===== src/rtl/move_controller.sv =====
// Cursor/turn sequencer for the TicTacToe board: arbitrates button presses,
// steps a 3x3 cursor with hold-to-repeat, and writes moves to the board store.
module move_controller #(
  parameter int REPEAT_DELAY = 25000000,
  parameter int REPEAT_RATE  = 10000000,
  parameter int CNT_W        = 25
) (
  input  logic       clk,
  input  logic       rst,
  input  logic [4:0] btn_down,
  input  logic [4:0] btn_state,
  input  logic [8:0] board_occ,
  input  logic       game_over,
  input  logic       wr_ack,
  output logic       wr_req,
  output logic [3:0] wr_cell,
  output logic       wr_player,
  output logic [3:0] cursor,
  output logic       turn,
  output logic       invalid_pulse,
  output logic       busy
);

  typedef enum logic [1:0] {IDLE, CHECK, WRITE, LOCKED} state_t;

  localparam logic [CNT_W-1:0] DELAY_LAST = CNT_W'(REPEAT_DELAY - 1);
  localparam logic [CNT_W-1:0] RATE_LAST  = CNT_W'(REPEAT_RATE - 1);

  localparam logic [1:0] DIR_UP    = 2'd0;
  localparam logic [1:0] DIR_DOWN  = 2'd1;
  localparam logic [1:0] DIR_LEFT  = 2'd2;
  localparam logic [1:0] DIR_RIGHT = 2'd3;

  state_t           state_q, state_d;
  logic [3:0]       cursor_q, cursor_d;
  logic             turn_q, turn_d;
  logic             wr_req_q, wr_req_d;
  logic [3:0]       wr_cell_q, wr_cell_d;
  logic             wr_player_q, wr_player_d;
  logic             invalid_pulse_q, invalid_pulse_d;
  logic             busy_q, busy_d;
  logic [CNT_W-1:0] rpt_cnt_q, rpt_cnt_d;
  logic             rpt_active_q, rpt_active_d;
  logic             rpt_first_q, rpt_first_d;
  logic [1:0]       rpt_dir_q, rpt_dir_d;

  logic [15:0]      occ_ext;
  logic [1:0]       press_dir;
  logic [CNT_W-1:0] rpt_last;

  // Cursor is kept as a linear index; row/col wrap is done on decoded fields.
  function automatic logic [3:0] step_cursor(input logic [3:0] cur, input logic [1:0] dir);
    logic [1:0] row;
    logic [1:0] col;
    logic [3:0] base;
    if (cur >= 4'd6) begin
      row = 2'd2;
      base = 4'd6;
    end else if (cur >= 4'd3) begin
      row = 2'd1;
      base = 4'd3;
    end else begin
      row = 2'd0;
      base = 4'd0;
    end
    col = 2'(cur - base);
    case (dir)
      DIR_UP:    row = (row == 2'd0) ? 2'd2 : row - 2'd1;
      DIR_DOWN:  row = (row == 2'd2) ? 2'd0 : row + 2'd1;
      DIR_LEFT:  col = (col == 2'd0) ? 2'd2 : col - 2'd1;
      default:   col = (col == 2'd2) ? 2'd0 : col + 2'd1;
    endcase
    case (row)
      2'd0:    base = 4'd0;
      2'd1:    base = 4'd3;
      default: base = 4'd6;
    endcase
    return base + {2'b00, col};
  endfunction

  assign occ_ext  = {7'b0, board_occ};
  assign rpt_last = rpt_first_q ? DELAY_LAST : RATE_LAST;

  always_comb begin
    if (btn_down[0])      press_dir = DIR_UP;
    else if (btn_down[1]) press_dir = DIR_DOWN;
    else if (btn_down[2]) press_dir = DIR_LEFT;
    else                  press_dir = DIR_RIGHT;
  end

  always_comb begin
    state_d         = state_q;
    cursor_d        = cursor_q;
    turn_d          = turn_q;
    wr_req_d        = wr_req_q;
    wr_cell_d       = wr_cell_q;
    wr_player_d     = wr_player_q;
    invalid_pulse_d = 1'b0;
    rpt_cnt_d       = rpt_cnt_q;
    rpt_active_d    = rpt_active_q;
    rpt_first_d     = rpt_first_q;
    rpt_dir_d       = rpt_dir_q;

    case (state_q)
      IDLE: begin
        if (game_over) begin
          state_d      = LOCKED;
          rpt_active_d = 1'b0;
          rpt_cnt_d    = '0;
        end else if (btn_down[4]) begin
          state_d      = CHECK;
          rpt_active_d = 1'b0;
          rpt_cnt_d    = '0;
        end else if (btn_down[3:0] != 4'b0) begin
          cursor_d     = step_cursor(cursor_q, press_dir);
          rpt_dir_d    = press_dir;
          rpt_cnt_d    = '0;
          rpt_active_d = 1'b1;
          rpt_first_d  = 1'b1;
        end else if (rpt_active_q) begin
          // A fresh press above always beats a repeat step in the same cycle.
          if (!btn_state[rpt_dir_q]) begin
            rpt_active_d = 1'b0;
            rpt_cnt_d    = '0;
          end else if (rpt_cnt_q == rpt_last) begin
            cursor_d    = step_cursor(cursor_q, rpt_dir_q);
            rpt_cnt_d   = '0;
            rpt_first_d = 1'b0;
          end else begin
            rpt_cnt_d = rpt_cnt_q + 1'b1;
          end
        end
      end
      CHECK: begin
        if (occ_ext[cursor_q]) begin
          invalid_pulse_d = 1'b1;
          state_d         = IDLE;
        end else begin
          wr_req_d    = 1'b1;
          wr_cell_d   = cursor_q;
          wr_player_d = turn_q;
          state_d     = WRITE;
        end
      end
      WRITE: begin
        if (wr_ack) begin
          wr_req_d = 1'b0;
          turn_d   = ~turn_q;
          state_d  = IDLE;
        end
      end
      default: begin
        state_d = LOCKED;
      end
    endcase

    busy_d = (state_d != IDLE);
  end

  always_ff @(posedge clk) begin
    if (rst) begin
      state_q         <= IDLE;
      cursor_q        <= 4'd4;
      turn_q          <= 1'b0;
      wr_req_q        <= 1'b0;
      wr_cell_q       <= 4'd0;
      wr_player_q     <= 1'b0;
      invalid_pulse_q <= 1'b0;
      busy_q          <= 1'b0;
      rpt_cnt_q       <= '0;
      rpt_active_q    <= 1'b0;
      rpt_first_q     <= 1'b0;
      rpt_dir_q       <= 2'd0;
    end else begin
      state_q         <= state_d;
      cursor_q        <= cursor_d;
      turn_q          <= turn_d;
      wr_req_q        <= wr_req_d;
      wr_cell_q       <= wr_cell_d;
      wr_player_q     <= wr_player_d;
      invalid_pulse_q <= invalid_pulse_d;
      busy_q          <= busy_d;
      rpt_cnt_q       <= rpt_cnt_d;
      rpt_active_q    <= rpt_active_d;
      rpt_first_q     <= rpt_first_d;
      rpt_dir_q       <= rpt_dir_d;
    end
  end

  assign wr_req        = wr_req_q;
  assign wr_cell       = wr_cell_q;
  assign wr_player     = wr_player_q;
  assign cursor        = cursor_q;
  assign turn          = turn_q;
  assign invalid_pulse = invalid_pulse_q;
  assign busy          = busy_q;

endmodule


===== config.mk =====
export PLATFORM = sky130hd
export DESIGN_NAME = move_controller
export DESIGN_NICKNAME = d
export VERILOG_FILES = /design/src/rtl/move_controller.sv
export SDC_FILE = /design/constraint.sdc
export NUM_CORES = 1
export LEC_CHECK = 0
export CORE_MARGIN = 3
export CORE_UTILIZATION = 45
export CTS_BUF_LIST = sky130_fd_sc_hd__clkbuf_8 sky130_fd_sc_hd__clkbuf_16
export DETAILED_ROUTE_END_ITERATION = 16
export PLACE_DENSITY = 0.72
export SYNTH_ARGS = -nofsm -noshare
export SYNTH_HDL_FRONTEND = slang
export SYNTH_SLANG_ARGS = --single-unit

===== constraint.sdc =====
create_clock -name clk -period 6 [get_ports clk]
set_input_delay 0.9 -clock clk [delete_from_list [all_inputs] [get_ports clk]]
set_output_delay 0.9 -clock clk [all_outputs]
set_load 0.05 [all_outputs]

Word level (Yosys, flattened, before mapping)
Cells that the tools add are included.
{"block": "totals", "output_inout_bits": 13, "wordCells": 183, "register_bits": 44, "in_bits": 23}
{"block": "op_classes", "n_lt_le_gt_ge": 4, "reduce_logical": 25, "muxes": 109, "eq_ne": 15, "bitwise_logic": 5, "add_sub_neg": 13}
{"op": "$mux 25", "n": 7}
{"op": "$mux 2", "n": 61}
{"op": "$mux 4", "n": 15}
{"op": "$add 25x1->25 const B", "n": 1}
{"op": "$eq 25x25->1", "n": 1}
{"op": "$logic_not 2->1", "n": 9}
{"op": "$mux 1", "n": 16}
{"op": "$pmux 2 s2", "n": 4}
{"op": "$eq 2x2->1 const B", "n": 7}
{"op": "$pmux 3 s2", "n": 2}
{"op": "$eq 2x1->1 const B", "n": 5}
{"op": "$reduce_bool 2->1", "n": 5}
{"op": "$add 2x1->2 const B", "n": 4}
{"op": "$add 4x2->4", "n": 2}
{"op": "$reduce_bool 4->1", "n": 2}
{"op": "$sub 2x1->2 const B", "n": 4}
{"op": "$pmux 2 s3", "n": 1}
{"op": "$reduce_and 2->1", "n": 3}
{"op": "$reduce_and 6->1", "n": 1}
{"op": "$reduce_or 2->1", "n": 3}
{"op": "$lt 4x5->1 const B", "n": 1}
{"op": "$not 1->1", "n": 5}
{"op": "$bmux 1 s4", "n": 1}
{"op": "$ge 4x2->1 const B", "n": 1}
{"op": "other kinds (8)", "n": 10}

Logic depth before layout (Yosys ltp)
{"block": "depth", "depth_word": 34, "depth_mapped": 15, "ltp_nobuf": 14}

Least setup slack after synthesis
Ideal clock, no wire load.
{"block": "synth_timing", "path_kind": "reg2reg", "startpoint": "register cursor_q[1] (netlist: cursor[1])", "endpoint": "register cursor_q[2] (netlist: cursor[2])", "stages_incl_launch_ff": 16, "required_ns": 5.878, "setup_ns": 0.122, "n_path_buf": 2, "path_slack_ns": 2.522, "arrival_ns": 3.356, "period_less_slack_ns": 3.478, "path_cell_list": "dfxtp_1 -> buf_2 -> clkbuf_1 -> mux2_2 -> nor2_1 -> ha_1 -> xnor2_2 -> xor2_1 -> nand3_1 -> o21ai_0 -> ha_1 -> inv_1 -> fa_1 -> xor2_1 -> a21oi_1 -> a221o_1"}
{"block": "synth_via", "elab_chain_len": 34, "word_cells_on_any_way": 103, "cone_classes": "12 x add/sub; 2 x order compare; 6 x eq/ne; 77 x mux; 6 x reduce/logical"}
{"element": "from (decl)", "line": "35", "source": "logic [3:0] cursor_q, cursor_d;"}
{"element": "from (signal assigned)", "line": "176", "source": "cursor_q <= cursor_d;"}
{"element": "$ge 4x2->1", "line": "59", "source": "end else if (cur >= 4'd3) begin"}
{"element": "$mux 1", "line": "59"}
{"element": "$mux 2", "line": "56", "source": "if (cur >= 4'd6) begin"}
{"element": "$mux 2", "line": "125", "source": "end else if (rpt_cnt_q == rpt_last) begin"}
{"element": "$mux 2", "line": "122", "source": "if (!btn_state[rpt_dir_q]) begin"}
{"element": "$mux 2", "line": "120", "source": "end else if (rpt_active_q) begin"}
{"element": "$mux 2", "line": "114", "source": "end else if (btn_down[3:0] != 4'b0) begin"}
{"element": "$mux 2", "line": "110", "source": "end else if (btn_down[4]) begin"}
{"element": "(+18 left out)"}
{"element": "$mux 4", "line": "110"}
{"element": "$mux 4", "line": "106", "source": "if (game_over) begin"}
{"element": "$mux 4", "line": "104", "source": "case (state_q)"}
{"element": "$add 4x2->4", "line": "78", "source": "return base + {2'b00, col};"}
{"element": "$mux 4", "line": "125"}
{"element": "$mux 4", "line": "122"}
{"element": "$mux 4", "line": "120"}
{"element": "$mux 4 *", "line": "114"}
Mark *: on every way between the ends. The rest lies on a longest branch, timed or not. The select of a mux whose other input is x is not followed.
A chain may end at the register's enable or synchronous reset.

Final worst setup path
Same ends and word-level chain as after synthesis.

==> flow_metrics.tcl <==
set metrics [dict create \
    status "completed" \
    dieArea_um2 7381 \
    yosysUniqueCellTypes 69 \
    clockBufferDepth 2 \
    gp_congestion 0.8415 \
    p_leak_nw 1.126 \
    initialDrtViolationCount 153 \
    crit_arrival_ns 3.67 \
    firstDrtPassIters 4 \
    synthCells 342 \
    antenna_cells 0 \
    yosysTopAreaCell "dfxtp_1" \
    p_per_area_nw_per_um2 250.4 \
    ioPinCount 36 \
    slew_violations 0 \
    required_ns 6.19 \
    combPwrFrac 0.310 \
    seqPwrFrac 0.397 \
    grtUsageTotal 0.1892 \
    root_buffer "clkbuf_8" \
    ys_seq_elements 44 \
    cpMaxStageDelayCell "dfxtp_1" \
    crit_fanout 21 \
    internal-power_mw 0.5542 \
    layout_common_cells "46 x nor2_1, 44 x dfxtp_1, 34 x clkdlybuf4s50_1" \
    vias_per_cell 5.839 \
    cp_slowest_stage_delay_ns 0.81 \
    max_freq_mhz 287.8 \
    sw_frac_of_total 0.3334 \
    fp-row-count 28 \
    worst_slew_pin_slew_ns 0.9893 \
    final-hold-violation-count 0 \
    dp_slack_ns 2.232 \
    rsz0062_at_grt "no" \
    synthArstFlopShare 0 \
    gr-total-overflow 0 \
    clock-sinks 44 \
    drive_above_1_share 0.09589 \
    htreeDepth 2 \
    layout_worst_path_cycle_share 0.5792 \
    crit_path_start_kind "flop" \
    die_x_um 85.92 \
    path_buf_inv 1 \
    antenna_found_initial 0 \
    ir_drop_uv 132.8 \
    port_buffers 34 \
    cts_setup_buffers 0 \
    synth_fp_nets 371 \
    setup_viol 0 \
    drc 0 \
    area_growth_syn_to_layout_pct 15.54 \
    synth_area_leaders "dfxtp_1 31%, nor2_1 6.0%, xor2_1 4.0%" \
    cts_tree "built" \
    seqCellArea_um2 880.8 \
    crit_type "reg -> reg" \
    cap_viol_max_count 0 \
    net-switching-power_mw 0.2772 \
    dpl.hpwl_um 4758 \
    fin_ws_ns 2.525 \
    clkPwrFrac 0.293 \
    path_delay_family "flip-flops" \
    worstSetupEndpointType "flop" \
    totalWireLength_um 6576 \
    cts_resized 0 \
    layout_commonest_cell "nor2_1" \
    multi_input_area_um2 1836 \
    yosysTopAreaCellShare 0.3065 \
    cts_hold_buf 0 \
    grt_pass1_vias 2412 \
    synth_flop_cell "dfxtp_1" \
    path_clk_slew_ns 0.09 \
    cts_buffers 5 \
    fin_crit_ns 3.475 \
    grt_max_degree 32 \
    syn_area_per_cell_um2 8.404 \
    drtAntennaViolNets 0 \
    maxSlewHeadroom 0.3365 \
    insertion_delay_ns 0.30 \
    start_util 0.4742 \
    grt_pass1_wl_um 11350 \
    path_cells "nand2_1, mux2_2, nor2_1, ha_1, xnor2_2, xor2_1, nand3_1, o21ai_0, ha_1, inv_1, fa_1, xor2_1, a21oi_1, a221o_1" \
    synth_edf_count 0 \
    nets 393 \
    syn_area_um2 2874 \
    setup-tns-final_ns 0 \
    vias 2569 \
    skew_ns 0.009224 \
    fillCellCount 560 \
    die_height_um 85.92 \
    hold_class "reg -> reg" \
    synth_warnings 0 \
    yosysSeqAreaShare 0.3065 \
    core_um2 6061 \
    wl_per_cell_um 14.95 \
]
[final timing paths]
check | from | endpoint | slack (ns) | depth (start not counted)
worst min register to register | rpt_cnt_q[1]$_SDFFE_PP0P_ | rpt_cnt_q[1]$_SDFFE_PP0P_ | 0.48 | 2
worst min-delay path | rpt_cnt_q[1]$_SDFFE_PP0P_ | rpt_cnt_q[1]$_SDFFE_PP0P_ | 0.48 | 2
worst max-delay path | cursor[1]$_SDFFE_PP0P_ | cursor[2]$_SDFFE_PP1P_ | 2.52 | 14
worst max register to register | cursor[1]$_SDFFE_PP0P_ | cursor[2]$_SDFFE_PP1P_ | 2.52 | 14
[cell type report]
| type | instances | area share |
|---|---|---|
| inverters | 11 | 0.01243 |
| clock inverters | 2 | 0.01168 |
| well taps | 75 | 0.02826 |
| clock buffers | 6 | 0.02487 |
| multi-input cells | 267 | 0.5528 |
| flip-flops and latches | 44 | 0.2653 |
| repair buffers | 35 | 0.1047 |
[sequential cells by signal, summed over array words and instances, names as in the netlist]
signal / cells
invalid_pulse: 1
rpt_dir_q: 2
state_q: 2
busy: 1
wr_req: 1
rpt_cnt_q: 25
wr_player: 1
turn: 1
wr_cell: 4
rpt_first_q: 1
rpt_active_q: 1
cursor: 4
[stage by stage]
stage | instance area [um2] | hold slack [ns] | total power [mW] | instances | utilization
finish | 3321 | 0.4797 | 0.8314 | 440 | 0.5479
global route | 3321 | 0.5285 | 0.8861 | 440 | 0.5479
CTS | 3321 | 0.4801 | 0.8392 | 440 | 0.5479
detailed placement | 3199 | 0.4687 | 0.5955 | 432 | 0.5279
global placement | 3199 | 0.4574 | 0.5904 | 432 | 0.5279
floorplan | 2874 | 0.4443 | 0.5345 | 342 | -
[worst register-to-register path, stage by stage, from the launching register on]
cell	delay [ns]
dfxtp_1	0.81
nand2_1	0.18
mux2_2	0.32
nor2_1	0.10
ha_1	0.20
xnor2_2	0.21
xor2_1	0.20
nand3_1	0.10
o21ai_0	0.09
ha_1	0.18
inv_1	0.05
fa_1	0.37
xor2_1	0.16
a21oi_1	0.08
a221o_1	0.32
[kinds of logic after synthesis]
logic type,count (synthesis),share of synthesized area
simple gates,155,0.2995
compound gates,70,0.1798
flops,44,0.3065
buf+inv,31,0.05485
xor+xnor,22,0.06966
mux,14,0.05834
fa+ha+maj,6,0.03135
[cells in the mapped netlist (7+ instances only)]
master,number
xor2_1,13
nand3_1,13
mux2i_1,10
inv_1,11
o21ai_0,7
o21ai_1,11
nand2_1,27
a21oi_1,20
dfxtp_1,44
nor2_1,46
clkbuf_1,9
nor3_1,11
xnor2_1,8
nand4_1,9
[layer usage]
layer  vias up  global-route usage  routed length, um
met3         9             0.04515                310
met1      1227              0.2538               3070
met4         0             0.04748                 93
li1       1277                   -                  -
met2        56              0.3055               3102
met5         -                   0                  0
[power groups by stage]
stage               sequential (mW)  clock (mW)  combinational [mW]
floorplan                     0.343           0               0.191
global placement              0.337           0               0.254
detailed placement            0.337           0               0.258
CTS                           0.330       0.249               0.259
global route                  0.334       0.262               0.290
finish                        0.330       0.243               0.258
Power figures use the tool's default switching activity.
